File: src/rtl/cp0_exception_pkg.sv
// cp0_exception_pkg
// Shared definitions for the CP0 exception unit: CP0 register numbers,
// ExcCode values, Status/Cause bit positions, reset constants, and the
// exception priority selector used by the top level.
package cp0_exception_pkg;

    // CP0 register numbers
    localparam logic [4:0] CP0_BADVADDR = 5'd8;
    localparam logic [4:0] CP0_COUNT    = 5'd9;
    localparam logic [4:0] CP0_COMPARE  = 5'd11;
    localparam logic [4:0] CP0_STATUS   = 5'd12;
    localparam logic [4:0] CP0_CAUSE    = 5'd13;
    localparam logic [4:0] CP0_EPC      = 5'd14;

    // Status / Cause bit positions
    localparam int ST_IE   = 0;
    localparam int ST_EXL  = 1;
    localparam int ST_BEV  = 22;
    localparam int CA_BD   = 31;

    localparam logic [31:0] EXC_VECTOR_DEFAULT = 32'hBFC0_0380;
    // BEV is hard-wired to 1; every other Status bit resets to 0.
    localparam logic [31:0] STATUS_RESET       = 32'h0040_0000;

    typedef enum logic [4:0] {
        EXC_INT  = 5'd0,
        EXC_ADEL = 5'd4,
        EXC_ADES = 5'd5,
        EXC_SYS  = 5'd8,
        EXC_BP   = 5'd9,
        EXC_RI   = 5'd10,
        EXC_OV   = 5'd12
    } exc_code_e;

    typedef struct packed {
        logic      take;          // some exception source is active
        exc_code_e code;          // ExcCode of the winning source
        logic      bad_from_pc;   // BadVAddr <= mem_pc (fetch address error)
        logic      bad_from_data; // BadVAddr <= bad_addr (load/store error)
    } exc_sel_t;

    // Fixed-priority pick among the exception sources. ERET is not an
    // exception and is resolved separately, below all of these.
    function automatic exc_sel_t prioritize(
        input logic int_p,
        input logic adel_if,
        input logic ri,
        input logic ov,
        input logic sys,
        input logic bp,
        input logic adel_ld,
        input logic ades
    );
        exc_sel_t s;
        s.take          = 1'b1;
        s.code          = EXC_INT;
        s.bad_from_pc   = 1'b0;
        s.bad_from_data = 1'b0;
        if (int_p)        s.code = EXC_INT;
        else if (adel_if) begin s.code = EXC_ADEL; s.bad_from_pc = 1'b1; end
        else if (ri)      s.code = EXC_RI;
        else if (ov)      s.code = EXC_OV;
        else if (sys)     s.code = EXC_SYS;
        else if (bp)      s.code = EXC_BP;
        else if (adel_ld) begin s.code = EXC_ADEL; s.bad_from_data = 1'b1; end
        else if (ades)    begin s.code = EXC_ADES; s.bad_from_data = 1'b1; end
        else              s.take = 1'b0;
        return s;
    endfunction

endpackage

File: src/rtl/cp0_exception_timer.sv
// cp0_exception_timer
// Count/Compare timer. Count advances every second cycle (internal toggle)
// and wraps naturally. timer_int latches when Count==Compare and is only
// cleared by a write to Compare.
// Ports:
//   clk, rst          clock, synchronous active-high reset
//   we, waddr, wdata  MTC0 write port (already qualified by the caller)
//   count, compare    current register values
//   timer_int         latched timer interrupt
module cp0_exception_timer
    import cp0_exception_pkg::*;
(
    input  logic        clk,
    input  logic        rst,
    input  logic        we,
    input  logic [4:0]  waddr,
    input  logic [31:0] wdata,
    output logic [31:0] count,
    output logic [31:0] compare,
    output logic        timer_int
);

    logic tick;
    logic wr_count;
    logic wr_compare;

    assign wr_count   = we && (waddr == CP0_COUNT);
    assign wr_compare = we && (waddr == CP0_COMPARE);

    always_ff @(posedge clk) begin
        if (rst) begin
            tick      <= 1'b0;
            count     <= '0;
            compare   <= '0;
            timer_int <= 1'b0;
        end else begin
            tick <= ~tick;
            // A software write overrides the increment in the same cycle.
            if (wr_count)  count <= wdata;
            else if (tick) count <= count + 32'd1;
            // Writing Compare acknowledges the interrupt, even on a match cycle.
            if (wr_compare) begin
                compare   <= wdata;
                timer_int <= 1'b0;
            end else if (count == compare) begin
                timer_int <= 1'b1;
            end
        end
    end

endmodule

File: src/rtl/cp0_exception.sv
// cp0_exception
// CP0 exception unit at the MEM/WB boundary. Selects at most one exception
// (or an ERET) per cycle for the MEM-stage instruction, raises a
// combinational flush/redirect, and commits Status/Cause/EPC/BadVAddr at
// the clock edge. Also serves MFC0 reads and MTC0 writes.
// Ports:
//   clk, rst                       clock, synchronous active-high reset
//   mem_valid, mem_pc, mem_in_delay_slot   MEM-stage instruction info
//   eret/syscall/break/ri/ov_flag, adel_if/adel_ld/ades_st   exception flags
//   bad_addr                       faulting data address
//   hw_int                         level-sensitive interrupt lines
//   cp0_we/waddr/wdata, cp0_raddr  MTC0 write / MFC0 read port
//   cp0_rdata                      combinational MFC0 data (pre-edge values)
//   flush, redirect_pc             pipeline squash and next-fetch PC
//   epc_out, status_out, cause_out current register values
module cp0_exception
    import cp0_exception_pkg::*;
#(
    parameter logic [31:0] EXC_VECTOR = EXC_VECTOR_DEFAULT
) (
    input  logic        clk,
    input  logic        rst,
    input  logic        mem_valid,
    input  logic [31:0] mem_pc,
    input  logic        mem_in_delay_slot,
    input  logic        eret_flag,
    input  logic        syscall_flag,
    input  logic        break_flag,
    input  logic        ri_flag,
    input  logic        ov_flag,
    input  logic        adel_if,
    input  logic        adel_ld,
    input  logic        ades_st,
    input  logic [31:0] bad_addr,
    input  logic [5:0]  hw_int,
    input  logic        cp0_we,
    input  logic [4:0]  cp0_waddr,
    input  logic [4:0]  cp0_raddr,
    input  logic [31:0] cp0_wdata,
    output logic [31:0] cp0_rdata,
    output logic        flush,
    output logic [31:0] redirect_pc,
    output logic [31:0] epc_out,
    output logic [31:0] status_out,
    output logic [31:0] cause_out
);

    // Only the architecturally writable fields are stored.
    logic [7:0]  status_im;
    logic        status_exl;
    logic        status_ie;
    logic        cause_bd;
    logic [5:0]  cause_ip_hw;
    logic [1:0]  cause_ip_sw;
    exc_code_e   cause_exc;
    logic [31:0] epc;
    logic [31:0] badvaddr;

    logic [31:0] count;
    logic [31:0] compare;
    logic        timer_int;

    logic        int_pending;
    exc_sel_t    sel;
    logic        exc_take;
    logic        eret_take;
    logic        mtc0;

    assign int_pending = status_ie && !status_exl &&
                         (|({cause_ip_hw, cause_ip_sw} & status_im));

    always_comb begin
        sel = prioritize(int_pending, adel_if, ri_flag, ov_flag,
                         syscall_flag, break_flag, adel_ld, ades_st);
    end

    assign exc_take  = mem_valid && sel.take;
    assign eret_take = mem_valid && eret_flag && !sel.take;
    // An exception in the same cycle drops the MTC0 entirely.
    assign mtc0      = cp0_we && !exc_take;

    always_comb begin
        flush       = 1'b0;
        redirect_pc = '0;
        if (!rst) begin
            flush = exc_take || eret_take;
            if (exc_take)       redirect_pc = EXC_VECTOR;
            else if (eret_take) redirect_pc = epc;
        end
    end

    always_ff @(posedge clk) begin
        if (rst) begin
            status_im   <= '0;
            status_exl  <= 1'b0;
            status_ie   <= 1'b0;
            cause_bd    <= 1'b0;
            cause_ip_hw <= '0;
            cause_ip_sw <= '0;
            cause_exc   <= EXC_INT;
            epc         <= '0;
            badvaddr    <= '0;
        end else begin
            // Hardware interrupt lines are resampled every cycle; IP7 is
            // shared between the timer and hw_int[5].
            cause_ip_hw <= {timer_int | hw_int[5], hw_int[4:0]};

            if (mtc0 && cp0_waddr == CP0_STATUS) begin
                status_im  <= cp0_wdata[15:8];
                status_exl <= cp0_wdata[ST_EXL];
                status_ie  <= cp0_wdata[ST_IE];
            end
            if (mtc0 && cp0_waddr == CP0_CAUSE) cause_ip_sw <= cp0_wdata[9:8];
            if (mtc0 && cp0_waddr == CP0_EPC)   epc         <= cp0_wdata;

            if (exc_take) begin
                cause_exc  <= sel.code;
                status_exl <= 1'b1;
                // Nested exception while EXL=1 keeps the original return point.
                if (!status_exl) begin
                    epc      <= mem_in_delay_slot ? mem_pc - 32'd4 : mem_pc;
                    cause_bd <= mem_in_delay_slot;
                end
                if (sel.bad_from_pc)   badvaddr <= mem_pc;
                if (sel.bad_from_data) badvaddr <= bad_addr;
            end else if (eret_take) begin
                status_exl <= 1'b0;
            end
        end
    end

    cp0_exception_timer u_timer (
        .clk       (clk),
        .rst       (rst),
        .we        (mtc0),
        .waddr     (cp0_waddr),
        .wdata     (cp0_wdata),
        .count     (count),
        .compare   (compare),
        .timer_int (timer_int)
    );

    assign status_out = STATUS_RESET | {16'b0, status_im, 6'b0, status_exl, status_ie};
    assign cause_out  = {cause_bd, 15'b0, cause_ip_hw, cause_ip_sw, 1'b0, cause_exc, 2'b0};
    assign epc_out    = epc;

    always_comb begin
        cp0_rdata = '0;
        case (cp0_raddr)
            CP0_BADVADDR: cp0_rdata = badvaddr;
            CP0_COUNT:    cp0_rdata = count;
            CP0_COMPARE:  cp0_rdata = compare;
            CP0_STATUS:   cp0_rdata = status_out;
            CP0_CAUSE:    cp0_rdata = cause_out;
            CP0_EPC:      cp0_rdata = epc;
            default:      cp0_rdata = '0;
        endcase
    end

endmodule

File: config.mk
export PLATFORM = sky130hd
export DESIGN_NAME = cp0_exception
export DESIGN_NICKNAME = d
export VERILOG_FILES = /design/src/rtl/cp0_exception_pkg.sv /design/src/rtl/cp0_exception_timer.sv /design/src/rtl/cp0_exception.sv
export SDC_FILE = /design/constraint.sdc
export NUM_CORES = 1
export LEC_CHECK = 0
export CAP_MARGIN = 30
export CORE_MARGIN = 8
export CORE_UTILIZATION = 51
export DETAILED_ROUTE_END_ITERATION = 8
export PLACE_DENSITY = 0.92
export REMOVE_ABC_BUFFERS = 1
export SKIP_LAST_GASP = 1
export SLEW_MARGIN = 0
export SYNTH_ARGS = -nofsm -noshare
export SYNTH_HDL_FRONTEND = slang
export SYNTH_SLANG_ARGS = --single-unit
File: constraint.sdc
create_clock -name clk -period 7.2 [get_ports clk]
set_clock_uncertainty 0.1 [all_clocks]
set_input_delay 1.44 -clock clk [delete_from_list [all_inputs] [get_ports clk]]
set_output_delay 1.44 -clock clk [all_outputs]
set_load 0.1 [all_outputs]
== Word-level counts from Yosys, hierarchy flattened ==
Cells that the tools add are included.

* Input port bits: 125
* Output and inout bits: 161
* Memories: 0
* RAM bits: 0
* Latch bits: 0
* Flip-flop bits (word level): 154
* Word-level logic and storage cells: 92
* ROM bits: 0

* Div/mod/pow operators: 0
* Reductions and logical operators: 22
* Multiplexer cells: 39
* $mul: 0
* Bitwise logic cells: 4
* Shifts and indexed selects: 0
* $lt $le $gt $ge: 0
* $add $sub $neg: 2
* Equal/unequal tests: 12

{| class="wikitable"
|+ Operator list
! cell !! number
|-
| 2-to-1 mux 32 bit || 11
|-
| one-hot mux 32 bit (6 select lines) || 1
|-
| equality test 5 x 4 -> 1 bit (second input constant) || 11
|-
| adder 32 x 1 -> 32 bit (second input constant) || 1
|-
| equality test 32 bit || 1
|-
| subtractor 32 x 3 -> 32 bit (second input constant) || 1
|-
| 2-to-1 mux 4 bit || 6
|-
| 2-to-1 mux 1 bit || 18
|-
| logical AND 1 bit || 11
|-
| AND 8 bit || 1
|-
| OR reduction 8 bit || 1
|-
| 2-to-1 mux 3 bit || 2
|-
| AND reduction 2 bit || 2
|-
| nonzero test 2 bit || 2
|-
| zero test 1 bit || 3
|-
| nonzero test 3 bit || 1
|-
| 2-to-1 mux 2 bit || 1
|-
| NOT 1 bit || 2
|-
| OR reduction 2 bit || 1
|-
| logical OR 1 bit || 1
|-
| OR 1 bit || 1
|}

== Depth between registers and ports, before layout ==
Gate-level depths: netlist of the first run.

* Depth in word-level cells: 15
* Gate-level depth with buffers: 8
* Depth with buffers taken out: 8

== By module ==
From an unflattened synthesis of the first run, not the netlist that was laid out.

* Cell total of the unflattened synthesis: 1,151
* Area total of the unflattened synthesis: 9,120.0 µm²

{| class="wikitable"
|+ Modules (own cells, without submodules)
! module !! cells each !! area each (µm²) !! seq. area each (µm²) !! times used
|-
| cp0_exception || 745 || 5,811.8 || 1,741.7 || 1
|-
| cp0_exception_timer || 406 || 3,308.2 || 1,321.3 || 1
|}

== Worst setup path after synthesis of the first run ==
OpenSTA, ideal clock, no wires.

* Path type: in2out
* Start: in break_flag
* End: out redirect_pc[22]
* Path slack: 1.738 ns
* Data required time: 5.660 ns
* Path buffers: 2
* Cell stages on the path: 7
* Arrival time: 3.922 ns
* Cell sequence: or4_1 -> clkbuf_1 -> nor2_1 -> nand3_1 -> a21oi_1 -> buf_2 -> o21a_1

* Longest elaborated chain between the ends: 11
* Elaborated cells on any way between the ends: 12
* Those cells by class: mux: 9; reduce/logical: 3

{| class="wikitable"
|+ Ends and longest elaborated chain
! element !! RTL line !! text
|-
| from (decl) || cp0_exception.sv:28 || <nowiki>input logic break_flag,</nowiki>
|-
| 2-to-1 mux 1 bit (*) || cp0_exception_pkg.sv:64 || <nowiki>else if (bp) s.code = EXC_BP;</nowiki>
|-
| 2-to-1 mux 1 bit (*) || cp0_exception_pkg.sv:63 || <nowiki>else if (sys) s.code = EXC_SYS;</nowiki>
|-
| 2-to-1 mux 1 bit (*) || cp0_exception_pkg.sv:62 || <nowiki>else if (ov) s.code = EXC_OV;</nowiki>
|-
| 2-to-1 mux 1 bit (*) || cp0_exception_pkg.sv:61 || <nowiki>else if (ri) s.code = EXC_RI;</nowiki>
|-
| 2-to-1 mux 1 bit (*) || cp0_exception_pkg.sv:60 || <nowiki>else if (adel_if) begin s.code = EXC_ADEL; s.bad_from_pc = 1'b1; end</nowiki>
|-
| 2-to-1 mux 1 bit (*) || cp0_exception_pkg.sv:59 || <nowiki>if (int_p) s.code = EXC_INT;</nowiki>
|-
| zero test 1 bit || cp0_exception.sv:78 || <nowiki>assign eret_take = mem_valid && eret_flag && !sel.take;</nowiki>
|-
| logical AND 1 bit || cp0_exception.sv:78 ||
|-
| 2-to-1 mux 32 bit || cp0_exception.sv:88 || <nowiki>else if (eret_take) redirect_pc = epc;</nowiki>
|-
| 2-to-1 mux 32 bit (*) || cp0_exception.sv:87 || <nowiki>if (exc_take) redirect_pc = EXC_VECTOR;</nowiki>
|-
| 2-to-1 mux 32 bit (*) || cp0_exception.sv:85 || <nowiki>if (!rst) begin</nowiki>
|-
| to (decl) || cp0_exception.sv:42 || <nowiki>output logic [31:0] redirect_pc,</nowiki>
|}

Every way passes the cells marked *; elsewhere a longest branch is shown, timed or not.

== Worst setup path after layout of the first run ==
* Start: in break_flag
* End: out redirect_pc[31]

Same word-level chain as after synthesis.

==> results of run 1 <==
logic make-up (layout without fill, tap and decap cells):
| kind of cell | count (synthesis) | in the layout |
|---|---|---|
| adders and majority gates | 2 | 2 |
| DFF | 153 | 153 |
| other | 2 | 41 |
| xor gates and xnor gates | 90 | 90 |
| buffers and inverters | 132 | 300 |
| muxes | 46 | 46 |
| AOI/OAI and AO/OA | 265 | 265 |
| and+or+nand+nor | 375 | 375 |
per-layer routing:
layer	part of all wire, %	vias to the layer above
met1	39	4381
met4	3.3	0
li1	-	4180
met3	10	106
met5	0	-
met2	47	659
cell usage in the layout (no fill, tap or decap), types with 7 or more instances in the layout:
cell type	synthesis	layout
xnor2_1	51	51
a22o_1	16	16
a21oi_1	38	38
nand2_1	95	95
o21a_1	14	13
dfxtp_1	153	153
nand4_1	23	23
o22ai_1	38	38
clkbuf_16	0	17
and2_1	22	22
conb_1	2	41
clkdlybuf4s50_1	0	178
a22oi_1	37	37
nor3_1	18	16
mux2i_1	46	46
xor2_1	39	39
nor2b_1	9	9
nand3_1	27	27
buf_4	48	83
or3_1	7	7
a221o_1	16	16
a222oi_1	8	8
inv_6	0	7
nor4_1	11	10
nor2_1	131	130
a211oi_1	89	89
tightest hold or removal path, cell delays in order (launching register included):
cell and delay, ps:
dfxtp_1 330, nand2_1 60, a21oi_1 50
flip-flops by register name (all words and copies together) (netlist names):
signal	flops
u_timer.count	32
epc_out	32
u_timer.timer_int	1
u_timer.tick	1
cause_exc	4
cause_ip_hw	6
cause_bd	1
u_timer.compare	32
status_exl	1
badvaddr	32
status_ie	1
status_im	8
cause_ip_sw	2
final cells by class:
class | instances | share of cell area, %
multi-input combinational | 819 | 44.7
tap | 225 | 2.43
inverter | 5 | 0.162
sequential | 153 | 26.5
clock buffer | 17 | 3.67
timing repair buffer | 263 | 21.0
clock inverter | 15 | 1.53
power breakdown:
| part | leakage [nW] | switching [mW] | total, mW | internal (mW) |
|---|---|---|---|---|
| sequential | 1.25 | 0.0374 | 0.920 | 0.883 |
| combinational | 2.98 | 0.417 | 0.574 | 0.157 |
| clock | 0.294 | 0.402 | 0.927 | 0.525 |
| total | 4.53 | 0.856 | 2.42 | 1.57 |
worst paths after layout:
path | endpoint | from | cells after the start
worst min-delay path | u_timer.compare[20] | u_timer.compare[20] | 2
worst min register to register | u_timer.compare[20] | u_timer.compare[20] | 2
worst max register to register | status_exl | status_im[7] | 6
worst max-delay path | redirect_pc[31] | break_flag | 8
==> impl_metrics.yaml, run 1 <==
sta:
  relSlewSlack_pct: 29.9
  slew_viol_final: 0
  setup_viol: 0
  max_slew.worst_pin.slew_ps: 1050
  fin_crit_ps: 5840
  hold_viol_final: 0
  max_freq_ghz: 0.171
  hold_ws_ps: 387
  fin_ws_ps: 1360
  fin_tns_setup_ps: 0
  fin_crit_sh_pct: 81.2
  rsz0062_at_grt: "no"
routing:
  wl_per_cell_um: 22.3
  firstDrtPassIters: 8
  vias_per_cell: 6.23
  drc: 0
  vias: 9326
  drtIter0Drc: 869
  ant_nets: 0
  wl_um: 33400
final_layout:
  multiInputGateArea_mm2: 0.00518
  seq_area_mm2: 0.00306
  drive_above_1_share_pct: 10.2
  fillers: 1387
  area_delta_synth_final_pct: 32.1
  diodes: 0
  postLayoutCellArea_mm2: 0.0116
  post-route-util_pct: 67.9
  final_nets: 1386
  final_cells: 1497
logic_synthesis:
  async_flop_share_pct: 0
  synth_cell_types: 46
  ys.flop_type: "dfxtp_1"
  yosys.area_share.simple_pct: 20.3
  synthAdderAreaFrac_pct: 0.285
  yosys-top-cells-count: "153 x dfxtp_1, 131 x nor2_1, 95 x nand2_1"
  synthMuxAreaShare_pct: 5.25
  synthXorXnorAreaFrac_pct: 8.99
  synth_edf_count: 0
  ys_warn_count: 0
  synth_compound_area_share_pct: 22.2
  synth_most_common_cell: "dfxtp_1"
  synth_seq_cells: 153
  ys_top_cells_by_area: "dfxtp_1 35%, a211oi_1 7.6%, nor2_1 5.6%, mux2i_1 5.3%, xnor2_1 5.1%"
  syn_inst: 1065
  netlist.area_leader.share_pct: 34.9
  netlist_area_mm2: 0.00877
  yosysSeqAreaShare_pct: 34.9
  yosysTopAreaCell: "dfxtp_1"
  synth_top_family_by_area: "compound AO/OA/AOI/OAI gates"
  avgSynthCellArea_um2: 8.23
place:
  place_inst: 1465
  place_worst_setup_slack_ps: 1390
  placed_area_mm2: 0.0110
  place.gp.congestion: 0.846
  portBuffers: 244
  place_hpwl_um: 23300
critical_path:
  path_buf_inv: 3
  critPathCaptureType: "primary output"
  crit_type: "input pin to primary output"
  ff2ff_setup_slack_ps: 4160
  required_ps: 5660
  cp_slowest_stage_delay_ps: 660
  cp_max_fo: 10
  cpMostUsedCell: "buf_4"
  crit_path_cell_trace: "clkdlybuf4s50_1 > or4_1 > o41ai_4 > and2_0 > a21oi_1 > buf_4 > o21a_1 > buf_4"
  crit_slowest_cell: "or4_1"
  crit_arrival_ps: 4300
  critPathLaunchType: "input pin"
  critical_path.top_delay_family: "simple AND/OR/NAND/NOR gates"
global_routing:
  grt_usage_pct: 29.6
  met3_usage_pct: 6.12
  grt_pass1_vias: 9363
  grt_pass1_wl_um: 51000
  antenna_found_initial: 0
  grt_max_degree: 65
  grt-busiest-layer: "met2"
  grtUsageMet1_pct: 36.1
  grt_util_met2_pct: 49.3
  grt.overflow.total: 0
die:
  num_rows: 48
  core_region_area_mm2: 0.0171
  io_pins: 286
  die_x_um: 147
  die_area_mm2: 0.0216
  start_util_pct: 51.4
  die-height_um: 147
clock_network:
  clock-sinks: 153
  clk_path_buf_depth: 2
  ctsHoldBuffers: 0
  cts_tree: "built"
  cts_root_buf: "clkbuf_16"
  numCtsBuffers: 17
  post_cts_buffers: 0
  cts.clk_slew.worst_paths_ps: 60
  clk_latency_ps: 430
  htreeDepth: 4
  post_cts_resized: 0
power_and_ir_drop:
  p_leak_nw: 4.53
  power_mw: 2.42
  vdd_ir_drop_max_mv: 0.172
  p_per_area_mw_per_mm2: 209
flow_run:
  max-cap-violations: 0
min_path:
  hold_class: "register to register"
status:
  status: "finished, final reports clean"
(Power assumes the default switching activity.)
==> run 2: changes to the inputs <==
- CORE_UTILIZATION: 51 -> 47
- PLACE_DENSITY: 0.92 -> 0.86
- clock period: 7.2 -> 5.7 ns (I/O delays scaled with it)
==> impl_metrics.yaml, run 2 (same netlist as run 1, synthesis figures left out) <==
clock_network:
  post_cts_buffers: 0
  htreeDepth: 4
  clock-sinks: 153
  numCtsBuffers: 17
  cts.clk_slew.worst_paths_ps: 60
  clk_path_buf_depth: 2
  clk_latency_ps: 430
  cts_root_buf: "clkbuf_16"
  ctsHoldBuffers: 0
  post_cts_resized: 0
  cts_tree: "built"
critical_path:
  critPathLaunchType: "input pin"
  crit_slowest_cell: "or4_1"
  crit_path_cell_trace: "clkdlybuf4s50_1 > or4_1 > o41ai_4 > buf_4 > and2_0 > a21oi_1 > buf_4 > o21a_1 > buf_12"
  crit_arrival_ps: 3830
  required_ps: 4460
  cpMostUsedCell: "buf_4"
  critPathCaptureType: "primary output"
  cp_max_fo: 10
  crit_type: "input pin to primary output"
  cp_slowest_stage_delay_ps: 660
power_and_ir_drop:
  p_per_area_mw_per_mm2: 250
  switching_share_pct: 34.0
  switchingPower_mw: 1.03
  seqPwrFrac_pct: 38.4
  pwr-share-comb_pct: 24.5
  power.share.clock_pct: 37.2
  intPower_mw: 2.00
  vdd_ir_drop_max_mv: 0.191
  p_leak_nw: 4.64
  power_mw: 3.03
die:
  num_rows: 50
  die-height_um: 153
  die_area_mm2: 0.0233
  io_pins: 286
  die_x_um: 153
  start_util_pct: 47.3
  core_region_area_mm2: 0.0185
global_routing:
  grt_pass1_wl_um: 51200
  grt_max_degree: 72
  antenna_found_initial: 0
  grt_usage_pct: 27.6
  grt_pass1_vias: 9096
  grt.overflow.total: 0
sta:
  fin_crit_sh_pct: 89.0
  setup_viol: 0
  relSlewSlack_pct: 32.4
  fin_tns_setup_ps: 0
  max_freq_ghz: 0.197
  hold_viol_final: 0
  fin_crit_ps: 5070
  max_slew.worst_pin.slew_ps: 1010
  rsz0062_at_grt: "no"
  slew_viol_final: 0
routing:
  ant_nets: 0
  drc: 0
  wl_per_cell_um: 22.0
  firstDrtPassIters: 6
  drtIter0Drc: 939
  vias: 9081
  wl_um: 33200
  vias_per_cell: 6.02
place:
  portBuffers: 244
  place.gp.congestion: 0.878
  place_hpwl_um: 23600
final_layout:
  drive_above_1_share_pct: 10.1
  final_cell_mix: "178 x clkdlybuf4s50_1, 153 x dfxtp_1, 130 x nor2_1"
  diodes: 0
  fillers: 1509
  final_nets: 1388
  area_delta_synth_final_pct: 38.5
  final_common_cell: "clkdlybuf4s50_1"
status:
  status: "finished, final reports clean"
min_path:
  hold_class: "register to register"
flow_run:
  max-cap-violations: 0
run 2: final cells by class:
class	count	area (um2)	area share, %
multi-input cells	819	5180	42.6
well taps	234	293	2.41
clock buffers	23	468	3.85
clock inverters	9	116	0.958
repair buffers	265	3010	24.8
inverters	5	18.8	0.155
flip-flops and latches	153	3060	25.2
run 2: power by group through the flow:
stage | clock, mW | sequential [mW] | combinational, mW
2_1_floorplan | 0 | 1.34 | 0.306
3_3_place_gp | 0 | 1.18 | 0.727
3_5_place_dp | 0 | 1.18 | 0.735
4_1_cts | 1.14 | 1.16 | 0.738
5_1_grt | 1.18 | 1.17 | 0.768
6_report | 1.13 | 1.16 | 0.741
run 2: final timing paths:
kind	startpoint	to	slack, ps	cells past startpoint
max reg2reg	status_im[7]	epc_out[4]	2250	7
max	break_flag	redirect_pc[31]	630	9
min	u_timer.compare[3]	u_timer.compare[3]	380	2
min reg2reg	u_timer.compare[3]	u_timer.compare[3]	380	2
run 2: per-layer routing:
| metal | wire length [um] | part of all wire (%) | vias to the layer above | global-route usage, % |
|---|---|---|---|---|
| li1 | - | - | 4178 | - |
| met1 | 13300 | 40 | 4321 | 33.6 |
| met2 | 16200 | 49 | 529 | 47.0 |
| met3 | 3100 | 9.3 | 53 | 6.52 |
| met4 | 644 | 1.9 | 0 | 9.33 |
| met5 | 0 | 0 | - | 0 |
run 2: worst max-delay path: cells and delay by family:
kind | cells | cell delay, ps
simple gates | 2 | 950
buf+inv | 4 | 1090
compound gates | 3 | 640
run 2: metrics by stage:
step	util (%)	hold slack (ps)	area [um2]	worst slack [ps]	cells
after floorplan	-	339	8240	-353	977
after global placement	62.4	364	11600	734	1476
after detailed placement	62.4	374	11600	682	1476
after CTS	65.6	381	12100	650	1508
after global routing	65.6	399	12100	490	1508
final	65.6	381	12100	630	1508
